===== src/rtl/cache_line_fill.sv =====
// Line fill unit: fetches four CPU-word beats on a miss, writes the assembled line, returns the missed word.
// Optional feature macro: CACHE_CRITICAL_WORD_FIRST_EN (wrapped burst from the missed word, early CPU return).
module cache_line_fill #(
  parameter int unsigned CPU_DATA_SIZE    = 32,
  parameter int unsigned RAM_DATA_SIZE    = 128,
  parameter int unsigned ADDR_SIZE        = 32,
  parameter int unsigned ADDR_OFFSET_SIZE = 4
) (
  input  logic                     IN_CLK,
  input  logic                     IN_RST,
  input  logic                     IN_MISS_REQ,
  input  logic [ADDR_SIZE-1:0]     IN_MISS_ADDR,
  output logic                     OUT_BUSY,
  output logic                     OUT_MEM_RD_REQ,
  output logic [ADDR_SIZE-1:0]     OUT_MEM_ADDR,
  input  logic                     IN_MEM_RD_GNT,
  input  logic                     IN_MEM_RD_VALID,
  input  logic [CPU_DATA_SIZE-1:0] IN_MEM_RD_DATA,
  output logic                     OUT_LINE_WE,
  output logic [ADDR_SIZE-1:0]     OUT_LINE_ADDR,
  output logic [RAM_DATA_SIZE-1:0] OUT_LINE_DATA,
  output logic                     OUT_CPU_VALID,
  output logic [CPU_DATA_SIZE-1:0] OUT_CPU_DATA
);

  localparam int unsigned WORDS = 4;
  localparam int unsigned IDX_W = 2;
  localparam logic [ADDR_SIZE-1:0] LINE_MASK =
    ~ADDR_SIZE'((64'd1 << ADDR_OFFSET_SIZE) - 64'd1);

  typedef enum logic [1:0] {S_IDLE, S_REQ, S_BEATS, S_WRITE} state_t;

  state_t                     r_state;
  state_t                     w_next_state;
  logic [IDX_W-1:0]           r_start;
  logic [IDX_W-1:0]           r_cnt;
  logic [ADDR_SIZE-1:0]       r_miss_base;
  logic                       r_busy;
  logic                       r_mem_rd_req;
  logic [ADDR_SIZE-1:0]       r_mem_addr;
  logic                       r_line_we;
  logic [ADDR_SIZE-1:0]       r_line_addr;
  logic [RAM_DATA_SIZE-1:0]   r_line_data;
  logic                       r_cpu_valid;
  logic [CPU_DATA_SIZE-1:0]   r_cpu_data;

  logic                       w_accept;
  logic                       w_beat;
  logic [IDX_W-1:0]           w_miss_idx;
  logic [IDX_W-1:0]           w_start_new;
  logic [IDX_W-1:0]           w_slot;
  logic [RAM_DATA_SIZE-1:0]   w_line_next;

  assign w_accept   = (r_state == S_IDLE) && IN_MISS_REQ;
  assign w_beat     = (r_state == S_BEATS) && IN_MEM_RD_VALID;
  assign w_miss_idx = IN_MISS_ADDR[ADDR_OFFSET_SIZE-1 -: IDX_W];
  assign w_slot     = r_start + r_cnt;

`ifdef CACHE_CRITICAL_WORD_FIRST_EN
  assign w_start_new = w_miss_idx;
`else
  logic [IDX_W-1:0]         r_idx;
  logic [CPU_DATA_SIZE-1:0] w_cpu_word;
  assign w_start_new = '0;
`endif

  // Next-state logic
  always_comb begin
    w_next_state = r_state;
    unique case (r_state)
      S_IDLE:  if (IN_MISS_REQ) w_next_state = S_REQ;
      S_REQ:   if (IN_MEM_RD_GNT) w_next_state = S_BEATS;
      S_BEATS: if (IN_MEM_RD_VALID && (r_cnt == IDX_W'(WORDS - 1))) w_next_state = S_WRITE;
      S_WRITE: w_next_state = S_IDLE;
      default: w_next_state = S_IDLE;
    endcase
  end

  // Line image with the current beat merged into its wrapped slot
  always_comb begin
    w_line_next = r_line_data;
    for (int k = 0; k < int'(WORDS); k++) begin
      if (w_slot == IDX_W'(k)) w_line_next[k*CPU_DATA_SIZE +: CPU_DATA_SIZE] = IN_MEM_RD_DATA;
    end
  end

`ifndef CACHE_CRITICAL_WORD_FIRST_EN
  always_comb begin
    w_cpu_word = '0;
    for (int k = 0; k < int'(WORDS); k++) begin
      if (r_idx == IDX_W'(k)) w_cpu_word = w_line_next[k*CPU_DATA_SIZE +: CPU_DATA_SIZE];
    end
  end
`endif

  always_ff @(posedge IN_CLK) begin
    if (IN_RST) begin
      r_state      <= S_IDLE;
      r_start      <= '0;
      r_cnt        <= '0;
      r_miss_base  <= '0;
      r_busy       <= 1'b0;
      r_mem_rd_req <= 1'b0;
      r_mem_addr   <= '0;
      r_line_we    <= 1'b0;
      r_line_addr  <= '0;
      r_line_data  <= '0;
      r_cpu_valid  <= 1'b0;
      r_cpu_data   <= '0;
`ifndef CACHE_CRITICAL_WORD_FIRST_EN
      r_idx        <= '0;
`endif
    end else begin
      r_state      <= w_next_state;
      r_busy       <= (w_next_state != S_IDLE);
      r_mem_rd_req <= (w_next_state == S_REQ);
      r_line_we    <= (w_next_state == S_WRITE);
      r_cpu_valid  <= 1'b0;
      if (w_accept) begin
        r_miss_base <= IN_MISS_ADDR & LINE_MASK;
        r_start     <= w_start_new;
        r_mem_addr  <= (IN_MISS_ADDR & LINE_MASK) |
                       (ADDR_SIZE'(w_start_new) << (ADDR_OFFSET_SIZE - 2));
`ifndef CACHE_CRITICAL_WORD_FIRST_EN
        r_idx       <= w_miss_idx;
`endif
      end
      if ((r_state == S_REQ) && IN_MEM_RD_GNT) r_cnt <= '0;
      if (w_beat) begin
        r_line_data <= w_line_next;
        r_cnt       <= r_cnt + IDX_W'(1);
      end
      if ((r_state == S_BEATS) && (w_next_state == S_WRITE)) r_line_addr <= r_miss_base;
`ifdef CACHE_CRITICAL_WORD_FIRST_EN
      // Missed word is the first beat of the wrapped burst
      if (w_beat && (r_cnt == '0)) begin
        r_cpu_valid <= 1'b1;
        r_cpu_data  <= IN_MEM_RD_DATA;
      end
`else
      if (w_beat && (r_cnt == IDX_W'(WORDS - 1))) begin
        r_cpu_valid <= 1'b1;
        r_cpu_data  <= w_cpu_word;
      end
`endif
    end
  end

  assign OUT_BUSY       = r_busy;
  assign OUT_MEM_RD_REQ = r_mem_rd_req;
  assign OUT_MEM_ADDR   = r_mem_addr;
  assign OUT_LINE_WE    = r_line_we;
  assign OUT_LINE_ADDR  = r_line_addr;
  assign OUT_LINE_DATA  = r_line_data;
  assign OUT_CPU_VALID  = r_cpu_valid;
  assign OUT_CPU_DATA   = r_cpu_data;

endmodule


===== config.mk =====
export PLATFORM = sky130hd
export DESIGN_NAME = cache_line_fill
export DESIGN_NICKNAME = d
export VERILOG_FILES = /design/src/rtl/cache_line_fill.sv
export SDC_FILE = /design/constraint.sdc
export NUM_CORES = 1
export LEC_CHECK = 0
export CAP_MARGIN = 10
export CORE_ASPECT_RATIO = 0.7
export CORE_MARGIN = 2
export CORE_UTILIZATION = 50
export DETAILED_ROUTE_END_ITERATION = 6
export PLACE_DENSITY_LB_ADDON = 0.12
export SLEW_MARGIN = 20
export SYNTH_ARGS = -nofsm -noshare
export SYNTH_HDL_FRONTEND = slang
export SYNTH_SLANG_ARGS = --single-unit

===== constraint.sdc =====
create_clock -name IN_CLK -period 3.5 [get_ports IN_CLK]
set_clock_uncertainty 0.15 [all_clocks]
set_input_delay 0.875 -clock IN_CLK [delete_from_list [all_inputs] [get_ports IN_CLK]]
set_output_delay 0.875 -clock IN_CLK [all_outputs]
set_load 0.02 [all_outputs]

# Word-level counts from Yosys, hierarchy flattened
# Cells that the tools add are included.
# totals
regBits,226
latch_bits,0
mem_bits_rw,0
mem_bits_ro,0
in_bits,69
out_inout_bits,228
word_cells,49
mem_count,0
# op_classes
addsub,1
multipliers,0
div_mod_pow,0
order_cmp,0
n_eq_ne,11
shift,0
n_mux,15
bitwise_logic,0
n_reduce_logical,11
# op_table
operator,count
two-way mux 32 bit,8
== test 2 bit (second input constant),7
two-way mux 2 bit,5
== test 2 x 1 -> 1 bit (second input constant),4
one-hot mux 2 bit (4 select lines),1
logical AND 1 bit,6
logical NOT 2 bit,3
nonzero test 2 bit,2
adder 2 x 1 -> 2 bit (second input constant),1
two-way mux 1 bit,1

# Longest topological paths before layout
# Gate-level depths: netlist of the first run.
# depth
depth_word,6
mapped_depth,8
depth_no_buf,6

# Worst setup path after synthesis of the first run
# OpenSTA, ideal clock, no wires.
# synth_timing
kind,register to register
startpoint,register r_cnt[0]
endpoint,"register r_cpu_data[22], in the netlist OUT_CPU_DATA[22]"
setup_ps,139
arrival_time_ps,1776
t_required_ps,3211
setup_slack_ps,1434
path_stages_with_launch,9
path_buffers,2
period_less_slack_ps,2066
path_cell_list,dfxtp_1 > inv_1 > ha_1 > buf_4 > nor2_4 > buf_6 > mux2_2 > a211oi_1 > nor3_2
# synth_between
elab_chain_len,6
word_cells_on_any_way,13
cone_classes,eq/ne: 3; mux: 8; reduce/logical: 2
# synth_lines
item,line,source
"start, declared",36,logic [IDX_W-1:0] r_cnt;
"start signal, assigned",131,r_cnt <= r_cnt + IDX_W'(1);
logical NOT 2 bit,83,if (w_slot == IDX_W'(k)) w_line_next[k*CPU_DATA_SIZE +: CPU_DATA_SIZE] = IN_MEM_RD_DATA;
two-way mux 32 bit,83,
two-way mux 32 bit (4 in a row),91,if (r_idx == IDX_W'(k)) w_cpu_word = w_line_next[k*CPU_DATA_SIZE +: CPU_DATA_SIZE];
"end signal, assigned",143,r_cpu_data <= w_cpu_word;
"end, declared",45,logic [CPU_DATA_SIZE-1:0] r_cpu_data;
# Several ways; a longest one is shown, not always the timed one.
# A chain may end at the register's enable or synchronous reset.

# Worst setup path in the final report of the first run
# layout_timing
startpoint,"register r_line_data[103], in the netlist OUT_LINE_DATA[103]"
endpoint,output OUT_LINE_DATA[103]
# layout_rtl
item,line,source
"start, declared",43,logic [RAM_DATA_SIZE-1:0] r_line_data;
"start signal, assigned",130,r_line_data <= w_line_next;
"end, declared",21,"output logic [RAM_DATA_SIZE-1:0] OUT_LINE_DATA,"
# No word-level cell between the ends.

==> results of run 1 <==
==> cell usage in the layout (no fill, tap or decap) <==
cell,instances
sky130_fd_sc_hd__nand2_1,379
sky130_fd_sc_hd__clkdlybuf4s50_1,285
sky130_fd_sc_hd__dfxtp_1,226
sky130_fd_sc_hd__a21oi_1,196
sky130_fd_sc_hd__mux2i_1,78
sky130_fd_sc_hd__nor2_1,39
sky130_fd_sc_hd__a211oi_1,26
sky130_fd_sc_hd__o22ai_1,25
sky130_fd_sc_hd__mux2_2,24
sky130_fd_sc_hd__nor3_1,24
sky130_fd_sc_hd__buf_4,24
sky130_fd_sc_hd__clkbuf_16,23
sky130_fd_sc_hd__a22oi_1,14
sky130_fd_sc_hd__nor3_2,10
sky130_fd_sc_hd__conb_1,8
sky130_fd_sc_hd__clkinv_2,5
sky130_fd_sc_hd__clkbuf_1,5
sky130_fd_sc_hd__buf_12,5
sky130_fd_sc_hd__and2_2,3
sky130_fd_sc_hd__clkbuf_8,3
sky130_fd_sc_hd__inv_1,2
sky130_fd_sc_hd__nand2b_1,2
sky130_fd_sc_hd__nor2b_1,2
sky130_fd_sc_hd__mux2_1,2
sky130_fd_sc_hd__o221ai_1,2
sky130_fd_sc_hd__ha_2,2
sky130_fd_sc_hd__ha_1,2
sky130_fd_sc_hd__and3b_1,1
sky130_fd_sc_hd__nand2_2,1
sky130_fd_sc_hd__nor2_2,1
sky130_fd_sc_hd__or2_1,1
sky130_fd_sc_hd__nand2_4,1
sky130_fd_sc_hd__and2_4,1
sky130_fd_sc_hd__and2_0,1
sky130_fd_sc_hd__nor2_4,1
sky130_fd_sc_hd__and2_1,1
sky130_fd_sc_hd__nor3b_1,1
sky130_fd_sc_hd__bufinv_16,1
sky130_fd_sc_hd__buf_6,1
==> state kept, by name, summed over array words and instances, names as in the netlist <==
signal and count:
r_state 2, OUT_CPU_VALID 1, OUT_BUSY 1, r_miss_base 28, OUT_LINE_DATA 128, OUT_LINE_WE 1, OUT_MEM_RD_REQ 1, OUT_LINE_ADDR 28
OUT_CPU_DATA 32, r_cnt 2, r_idx 2
==> how the worst min path moves through the flow <==
stage                        from                  to  slack [ns]  cells after the start
2_1_floorplan            r_cnt[1]            r_cnt[1]        0.34                      2
3_3_place_gp     OUT_LINE_ADDR[4]    OUT_LINE_ADDR[4]        0.29                      2
3_5_place_dp    OUT_LINE_ADDR[24]   OUT_LINE_ADDR[24]        0.30                      2
4_1_cts         OUT_LINE_ADDR[24]   OUT_LINE_ADDR[24]        0.30                      2
5_1_grt        OUT_LINE_DATA[102]  OUT_LINE_DATA[102]        0.33                      2
6_report       OUT_LINE_DATA[104]  OUT_LINE_DATA[104]        0.30                      2
==> area by class of cell <==
class,instances,area [um^2],share of cell area [%]
clock buffers,31,636,4.82
clock inverters,6,55.1,0.417
inverters,2,7.51,0.0569
multi-input cells,848,4530,34.3
flip-flops and latches,226,4520,34.3
well taps,242,303,2.29
repair buffers,315,3140,23.8
==> cell usage after synthesis (all sizes together) <==
cell    number
nand2      381
dfxtp      226
a21oi      196
mux2i       78
buf         74
nor2        41
clkbuf      39
nor3        34
a211oi      26
mux2        26
o22ai       25
a22oi       14
and2         6
ha           4
inv          2
nand2b       2
nor2b        2
o221ai       2
and3b        1
conb         1
nor3b        1
or2          1
==> power breakdown <==
group | leakage, uW | total [uW] | switching (uW) | internal, uW
sequential | 0.00183 | 2650 | 38.2 | 2610
clock | 0.000345 | 2320 | 985 | 1330
combinational | 0.00245 | 551 | 318 | 232
==> metal layers <==
layer | vias to the layer above | routed length (um) | GRT usage, %
met3 | 38 | 2820 | 8.09
met2 | 372 | 13900 | 46.5
met4 | 0 | 516 | 7.26
met1 | 4333 | 13500 | 38.4
met5 | - | 0 | 0
li1 | 4410 | - | -
==> kinds of logic after synthesis <==
logic type	Yosys count	share of synthesized area (%)
compound gates	263	15.0
fa+ha+maj	4	0.518
buf+inv	115	6.81
flops	226	46.8
mux	104	11.1
other cells	1	0.0388
simple gates	469	19.7
==> metrics by stage <==
stage / cells / utilization (%) / power [uW] / cell area (um^2)
2_1_floorplan: 1189 / - / 3010 / 9700
3_3_place_gp: 1633 / 66.1 / 3240 / 12500
3_5_place_dp: 1633 / 66.1 / 3250 / 12500
4_1_cts: 1670 / 69.8 / 5540 / 13200
5_1_grt: 1670 / 69.8 / 5690 / 13200
6_report: 1670 / 69.8 / 5520 / 13200
==> impl_metrics.tcl, run 1 <==
set metrics [dict create \
    setup_viol 0 \
    worst_r2r_path_depth 4 \
    critical-path-slowest-cell "sky130_fd_sc_hd__clkdlybuf4s50_1" \
    worst_slew_pin_slew_ns 0.991 \
    worstSetupEndpointType "primary output" \
    buf_inv_stages_crit_path 1 \
    cp_cell_sequence "clkdlybuf4s50_1" \
    rsz0062_at_grt "no" \
    worstPathRequired_ns 2.47 \
    floorplan.initialDensity_pct 51.1 \
    tritoncts "done" \
    cts.clk_slew.worst_paths_ns 0.06 \
    globalRouteTotalUtil_pct 28.9 \
    antenna_violations_before_repair 0 \
    finalWorstPathRequiredPeriod_ns 2.58 \
    power.ir.vdd_worst_v 0.000301 \
    avgSynthCellArea_um2 8.18 \
    critical-path-max-stage-delay_ns 0.68 \
    ys_top_cells_by_area "sky130_fd_sc_hd__dfxtp_1, sky130_fd_sc_hd__nand2_1, sky130_fd_sc_hd__a21oi_1" \
    final_nets 1488 \
    cp-startpoint "OUT_LINE_DATA[103]" \
    syn_to_final_growth_pct 36.5 \
    critPathTopFamily "buffers and inverters" \
    top_level_pins 297 \
    post-place-ws_ns 0.584 \
    die_width_um 170 \
    overflow 0 \
    ys_seq_area_share_pct 46.8 \
    timing.critical_path.arrival_ns 1.56 \
    worstSkewPairLatency_ns 0.51 \
    synth.top_cell.area_share_pct 46.8 \
    vias 9153 \
    timing.critical_path.to "OUT_LINE_DATA[103]" \
    cts_repair_resize_count 0 \
    nFillCells 1571 \
    synth-seq-cells 226 \
    final_critical_path_setup_slack_ns 0.917 \
    reg2reg_setup_slack_ns 0.98 \
    dieArea_um2 20500 \
    number_of_buffers_inserted_during_clock_tree_synthesis 22 \
    post-synth-top-area-cell "sky130_fd_sc_hd__dfxtp_1" \
    setup_tns_ns 0 \
    placement_rows 42 \
    die_height_um 120 \
    synthesis.area_um2 9670 \
    reg2reg_from "r_idx[0]" \
    clockBufferDepth 3 \
    cp_num_cells 1 \
    ctsRootBufferMaster "sky130_fd_sc_hd__clkbuf_16" \
    port_buffers 286 \
    cts_max_level 1 \
    finalWirelength_um 30700 \
    post_cts_repair_setup_buffers 0 \
    crit_type "register to primary output" \
    worstReg2RegEnd "OUT_CPU_DATA[11]" \
    detailed_place_hpwl_um 20200 \
    avgRoutedWirePerCell_um 18.4 \
    firstDrtPassIters 5 \
    clock_sinks 226 \
    drc_errors 0 \
    drive_gt1_share_pct 7.42 \
    max_slew_margin_pct 34.0 \
    timing.final.hold_violations 0 \
    cts_hold_buf 0 \
    globalplace.congestion 0.826 \
    outcome "finished clean" \
    antenna_violating_nets_left 0 \
    route.detailed.vias_per_inst 5.48 \
    max_cap_viol_count 0 \
    setup.worst_path.start_class "register" \
    power_density_nw_per_um2 418 \
    final.hold.worst_slack_ns 0.302 \
    first_global_vias 8665 \
    drt_iter0_drc 759 \
    yosysWarnings 0 \
    timing_max_transition_violations_final 0 \
    max_freq_mhz 387 \
    finalCritPeriodShare_pct 73.8 \
    grt_start_max_net_pins 85 \
    antenna-diode-count 0 \
    global_route_wire_length_before_repair_um 47200 \
    leakagePower_uw 0.00462 \
    cp_max_fo 3 \
    area_of_the_core_region_um2 18900 \
    ys_types 32 \
    hold_class "register to register" \
    synth_cells 1182 \
]
Note: power is estimated with default switching activity, not from simulation.
==> run 2, diff against run 1 <==
--- a/config.mk
+++ b/config.mk
@@ -8,7 +8,7 @@
 export CAP_MARGIN = 10
 export CORE_ASPECT_RATIO = 0.7
 export CORE_MARGIN = 2
-export CORE_UTILIZATION = 50
+export CORE_UTILIZATION = 43
 export DETAILED_ROUTE_END_ITERATION = 6
 export PLACE_DENSITY_LB_ADDON = 0.12
 export SLEW_MARGIN = 20
==> constraint.sdc (replaced) <==
create_clock -name IN_CLK -period 2.3 [get_ports IN_CLK]
set_clock_uncertainty 0.15 [all_clocks]
set_input_delay 0.575 -clock IN_CLK [delete_from_list [all_inputs] [get_ports IN_CLK]]
set_output_delay 0.575 -clock IN_CLK [all_outputs]
set_load 0.02 [all_outputs]
==> run 2 against run 1 <==
Against the previous run:
- via count grew 0.21%
- worst setup slack lost 0.89 ns
- non-clock buffer count grew 37
- design area grew 5.3%
- worst hold slack gained 0.00060 ns
- cell count grew 4.9%
- critical path depth is the same
- first-iteration DRC count shrank 3.8%
- global-route usage shrank 2.6 points
- sequential share of layout area shrank 1.7 points
- count of clock-buffer cells in the layout grew 6
==> impl_metrics.tcl, run 2 (same netlist as run 1, synthesis figures left out) <==
set metrics [dict create \
    syn_to_final_growth_pct 43.8 \
    post-layout-total-power_uw 8820 \
    cp_cell_sequence "clkdlybuf4s50_1" \
    post_cts_repair_setup_buffers 0 \
    dpl_cell_area_um2 13100 \
    floorplan.initialDensity_pct 44.3 \
    globalRouteTotalUtil_pct 26.2 \
    worstPathRequired_ns 1.57 \
    globalplace.congestion 0.802 \
    cts.clk_slew.worst_paths_ns 0.06 \
    timing.final.hold_violations 0 \
    critPathTopFamily "buffers and inverters" \
    overflow 0 \
    tritoncts "done" \
    most_common_library_cell_in_the_layout_ignoring_fill_and_taps "sky130_fd_sc_hd__nand2_1" \
    placement_rows 45 \
    critical-path-slowest-cell "sky130_fd_sc_hd__clkdlybuf4s50_1" \
    clockBufferDepth 3 \
    final_critical_path_setup_slack_ns 0.0304 \
    timing.critical_path.arrival_ns 1.54 \
    antenna_violating_nets_left 0 \
    setup_viol 0 \
    largest_register_ff_count 128 \
    firstDrtPassIters 5 \
    layout.cell_area.non_filler_um2 13900 \
    cts_max_level 1 \
    leakagePower_uw 0.00516 \
    drt_iter0_drc 730 \
    ctsRootBufferMaster "sky130_fd_sc_hd__clkbuf_16" \
    drc_errors 0 \
    die_height_um 129 \
    route.detailed.vias_per_inst 5.24 \
    clock_sinks 226 \
    timing_max_transition_violations_final 0 \
    finalWorstPathRequiredPeriod_ns 2.27 \
    outcome "finished clean" \
    hold_class "register to register" \
    use_met3_pct 5.79 \
    globalRouteMet1Util_pct 37.5 \
    port_buffers 286 \
    rsz0062_at_grt "no" \
    detailed_place_hpwl_um 21700 \
    vias 9172 \
    first_global_vias 8580 \
    worst_slew_pin_slew_ns 0.772 \
    finalCritPeriodShare_pct 98.7 \
    top_level_pins 297 \
    global_route.peak_usage_layer "met2" \
    drive_gt1_share_pct 10.1 \
    power_density_nw_per_um2 634 \
    setup_tns_ns 0 \
    setup.worst_path.start_class "register" \
    number_of_buffers_inserted_during_clock_tree_synthesis 23 \
    grt_start_max_net_pins 50 \
    cp_max_fo 3 \
    max_cap_viol_count 0 \
    area_of_the_core_region_um2 21800 \
    nFillCells 1929 \
    power.ir.vdd_worst_v 0.000385 \
    most-common-layout-cells "sky130_fd_sc_hd__nand2_1, sky130_fd_sc_hd__clkdlybuf4s50_1, sky130_fd_sc_hd__dfxtp_1" \
    final.hold.worst_slack_ns 0.303 \
    post-place-ws_ns -0.0658 \
    global_route_wire_length_before_repair_um 49000 \
    max_slew_margin_pct 48.5 \
    worstSetupEndpointType "primary output" \
    avgRoutedWirePerCell_um 18.2 \
    critical-path-max-stage-delay_ns 0.63 \
    max_freq_mhz 441 \
    crit_type "register to primary output" \
    worstSkewPairLatency_ns 0.51 \
    dieArea_um2 23700 \
    final_nets 1526 \
    buf_inv_stages_crit_path 1 \
    antenna_violations_before_repair 1 \
    die_width_um 183 \
    finalWirelength_um 31900 \
    grt.met2_usage_pct 40.7 \
]
[run 2: routing by layer]
layer  vias to the layer above  share of wire (%)
li1                       4485                  -
met1                      4318                 47
met2                       332                 43
met3                        37                8.1
met4                         0                1.9
met5                         -                  0
[run 2: stage by stage]
stage | std cells | utilization (%)
2_1_floorplan | 1189 | -
3_3_place_gp | 1710 | 59.9
3_5_place_dp | 1710 | 59.9
4_1_cts | 1750 | 63.5
5_1_grt | 1750 | 63.6
6_report | 1751 | 63.6
[run 2: area by class of cell]
class / count / area, um^2 / share of cell area, %
antenna: 1 / 2.50 / 0.0180
clock buffer: 37 / 718 / 5.17
inverter: 2 / 7.51 / 0.0540
multi-input combinational: 848 / 4540 / 32.6
clock inverter: 3 / 65.1 / 0.468
sequential: 226 / 4520 / 32.5
timing repair buffer: 352 / 3690 / 26.6
tap: 282 / 353 / 2.54
[run 2: worst paths after layout]
| kind | startpoint | endpoint | slack [ns] | cells past startpoint |
|---|---|---|---|---|
| worst max register to register | r_idx[1] | OUT_CPU_DATA[25] | 0.13 | 5 |
| worst min-delay path | OUT_LINE_ADDR[22] | OUT_LINE_ADDR[22] | 0.30 | 2 |
| worst min register to register | OUT_LINE_ADDR[22] | OUT_LINE_ADDR[22] | 0.30 | 2 |
| worst max-delay path | OUT_LINE_DATA[60] | OUT_LINE_DATA[60] | 0.03 | 1 |
[run 2: report_power, final]
group	total [uW]	internal, uW	switching (uW)
Combinational	903	402	501
Sequential	4020	3970	52.0
Clock	3890	2350	1540
Total	8820	6720	2100
[run 2: what timing repair did]
item,in CTS,in global routing
endpoints found under the setup margin,1,13
resized for setup,1,13
hold buffers,0,0
[run 2: worst reg2reg max path, stage by stage (launching register included)]
cell and delay [ns]:
sky130_fd_sc_hd__dfxtp_1 0.63, sky130_fd_sc_hd__buf_4 0.25, sky130_fd_sc_hd__and2_0 0.52, sky130_fd_sc_hd__a22oi_1 0.19, sky130_fd_sc_hd__a21oi_1 0.26, sky130_fd_sc_hd__nor3_2 0.07
==> run 3, diff against run 2 <==
--- a/config.mk
+++ b/config.mk
@@ -9,7 +9,9 @@
 export CORE_ASPECT_RATIO = 0.7
 export CORE_MARGIN = 2
 export CORE_UTILIZATION = 43
+export CTS_CLUSTER_SIZE = 20
 export DETAILED_ROUTE_END_ITERATION = 6
+export GPL_TIMING_DRIVEN = 0
 export PLACE_DENSITY_LB_ADDON = 0.12
 export SLEW_MARGIN = 20
 export SYNTH_ARGS = -nofsm -noshare
==> run 3 against run 2 <==
Against the previous run:
- sequential share of layout area up 0.41 points
- critical path depth unchanged
- wire length up 11%
- critical endpoint is now OUT_LINE_DATA[39]
- largest cell class unchanged
==> impl_metrics.tcl, run 3 (same netlist as run 1, synthesis figures left out) <==
set metrics [dict create \
    outcome "finished clean" \
    rsz0062_at_grt "no" \
    final_nets 1569 \
    top_level_pins 297 \
    syn_to_final_growth_pct 42.0 \
    timing_max_transition_violations_final 0 \
    cp_cell_sequence "clkdlybuf4s50_1" \
    global_route_wire_length_before_repair_um 51700 \
    leakagePower_uw 0.00505 \
    antenna_violating_nets_left 0 \
    seqCellArea_um2 4530 \
    drive_gt1_share_pct 10.5 \
    worst_slew_pin_slew_ns 0.975 \
    setup_viol 0 \
    ctsRootBufferMaster "sky130_fd_sc_hd__clkbuf_16" \
    final_core_util_pct 62.9 \
    hold_class "input port to register" \
    globalplace.congestion 0.841 \
    finalWirelength_um 35400 \
    worst_r2r_path_depth 6 \
    cts_hold_buf 0 \
    overflow 0 \
    clockBufferDepth 3 \
    placement_rows 45 \
    clock_sinks 226 \
    cts.clk_slew.worst_paths_ns 0.07 \
    final.hold.worst_slack_ns 0.270 \
    power_density_nw_per_um2 648 \
    most-common-layout-cells "sky130_fd_sc_hd__nand2_1, sky130_fd_sc_hd__clkdlybuf4s50_1, sky130_fd_sc_hd__dfxtp_1" \
    number_of_buffers_inserted_during_clock_tree_synthesis 22 \
    post-layout-total-power_uw 8900 \
    nFillCells 1954 \
    timing.critical_path.to "OUT_LINE_DATA[39]" \
    cp_max_fo 3 \
    die_width_um 183 \
    finalCritPeriodShare_pct 98.7 \
    buf_inv_stages_crit_path 1 \
    cp_num_cells 1 \
    avgRoutedWirePerCell_um 19.7 \
    most_common_library_cell_in_the_layout_ignoring_fill_and_taps "sky130_fd_sc_hd__nand2_1" \
    max_freq_mhz 440 \
    drc_errors 0 \
    antenna_violations_before_repair 1 \
    tritoncts "done" \
    power.ir.vdd_worst_v 0.000437 \
    detailed_place_hpwl_um 25100 \
    crit_type "register to primary output" \
    multi_input_comb_area_um2 4550 \
    cts_max_level 1 \
    max_slew_margin_pct 34.7 \
    cp-startpoint "OUT_LINE_DATA[39]" \
    max_cap_viol_count 0 \
    globalRouteTotalUtil_pct 28.6 \
    port_buffers 278 \
    firstDrtPassIters 6 \
    critical-path-slowest-cell "sky130_fd_sc_hd__clkdlybuf4s50_1" \
    grt_start_max_net_pins 15 \
    die_height_um 129 \
    setup.worst_path.start_class "register" \
    drt_iter0_drc 928 \
    dieArea_um2 23700 \
    first_global_vias 8754 \
    critPathTopFamily "buffers and inverters" \
    timing.critical_path.arrival_ns 1.55 \
    worstSetupEndpointType "primary output" \
    floorplan.initialDensity_pct 44.3 \
    reg2reg_from "r_idx[0]" \
    worstPathRequired_ns 1.57 \
    area_of_the_core_region_um2 21800 \
    route.detailed.vias_per_inst 5.36 \
    timing.final.hold_violations 0 \
    finalWorstPathRequiredPeriod_ns 2.27 \
    largest_register_ff_count 128 \
    critical-path-max-stage-delay_ns 0.68 \
    holdPathStages 3 \
    reg2reg_setup_slack_ns 0.03 \
    setup_tns_ns 0 \
    worstReg2RegEnd "OUT_CPU_DATA[25]" \
    worstSkewPairLatency_ns 0.51 \
    vias 9623 \
]
## run 3: how the worst min path moves through the flow
stage                             startpoint                  to
after floorplan                     r_cnt[1]            r_cnt[1]
after global placement     OUT_LINE_ADDR[11]   OUT_LINE_ADDR[11]
after detailed placement   OUT_LINE_ADDR[19]   OUT_LINE_ADDR[19]
after CTS                 IN_MEM_RD_DATA[14]   OUT_LINE_DATA[78]
after global routing      IN_MEM_RD_DATA[26]  OUT_LINE_DATA[122]
final                     IN_MEM_RD_DATA[14]   OUT_LINE_DATA[78]
## run 3: what timing repair did
item | CTS | global route
gates resized for setup | 2 | 20
setup endpoints to repair | 19 | 20
cloned | 0 | 0
pin swaps | 1 | 1
setup buffers | 1 | 4
## run 3: area by class of cell
| cell class | count | area share, % |
|---|---|---|
| inverter | 2 | 0.0547 |
| clock inverter | 6 | 0.784 |
| timing repair buffer | 283 | 20.7 |
| antenna | 1 | 0.0182 |
| multi-input combinational | 848 | 33.2 |
| clock buffer | 33 | 4.97 |
| buffer | 113 | 4.77 |
| sequential | 226 | 33.0 |
| tap | 282 | 2.57 |
## run 3: metal layers
layer  share of wire, %  global-route usage, %  wire length, um  up-vias
met5                  0                      0                0        -
met4                2.0                   6.82              725        0
met3                9.8                   7.11             3480       48
met2                 43                   43.9            15100      487
met1                 45                   40.6            16100     4506
li1                   -                      -                -     4582
## run 3: power by group
part	total [uW]	switching (uW)	internal, uW
sequential	4010	44.1	3970
clock	3950	1560	2390
combinational	938	557	381
total	8900	2160	6740
## run 3: metrics by stage
| stage | setup slack, ns | area, um^2 | instances |
|---|---|---|---|
| after floorplan | 0.234 | 9700 | 1189 |
| after global placement | -0.182 | 12800 | 1749 |
| after detailed placement | -0.209 | 12800 | 1749 |
| after CTS | 0.0114 | 13600 | 1789 |
| after global routing | 0.000891 | 13700 | 1793 |
| final | 0.0294 | 13700 | 1794 |
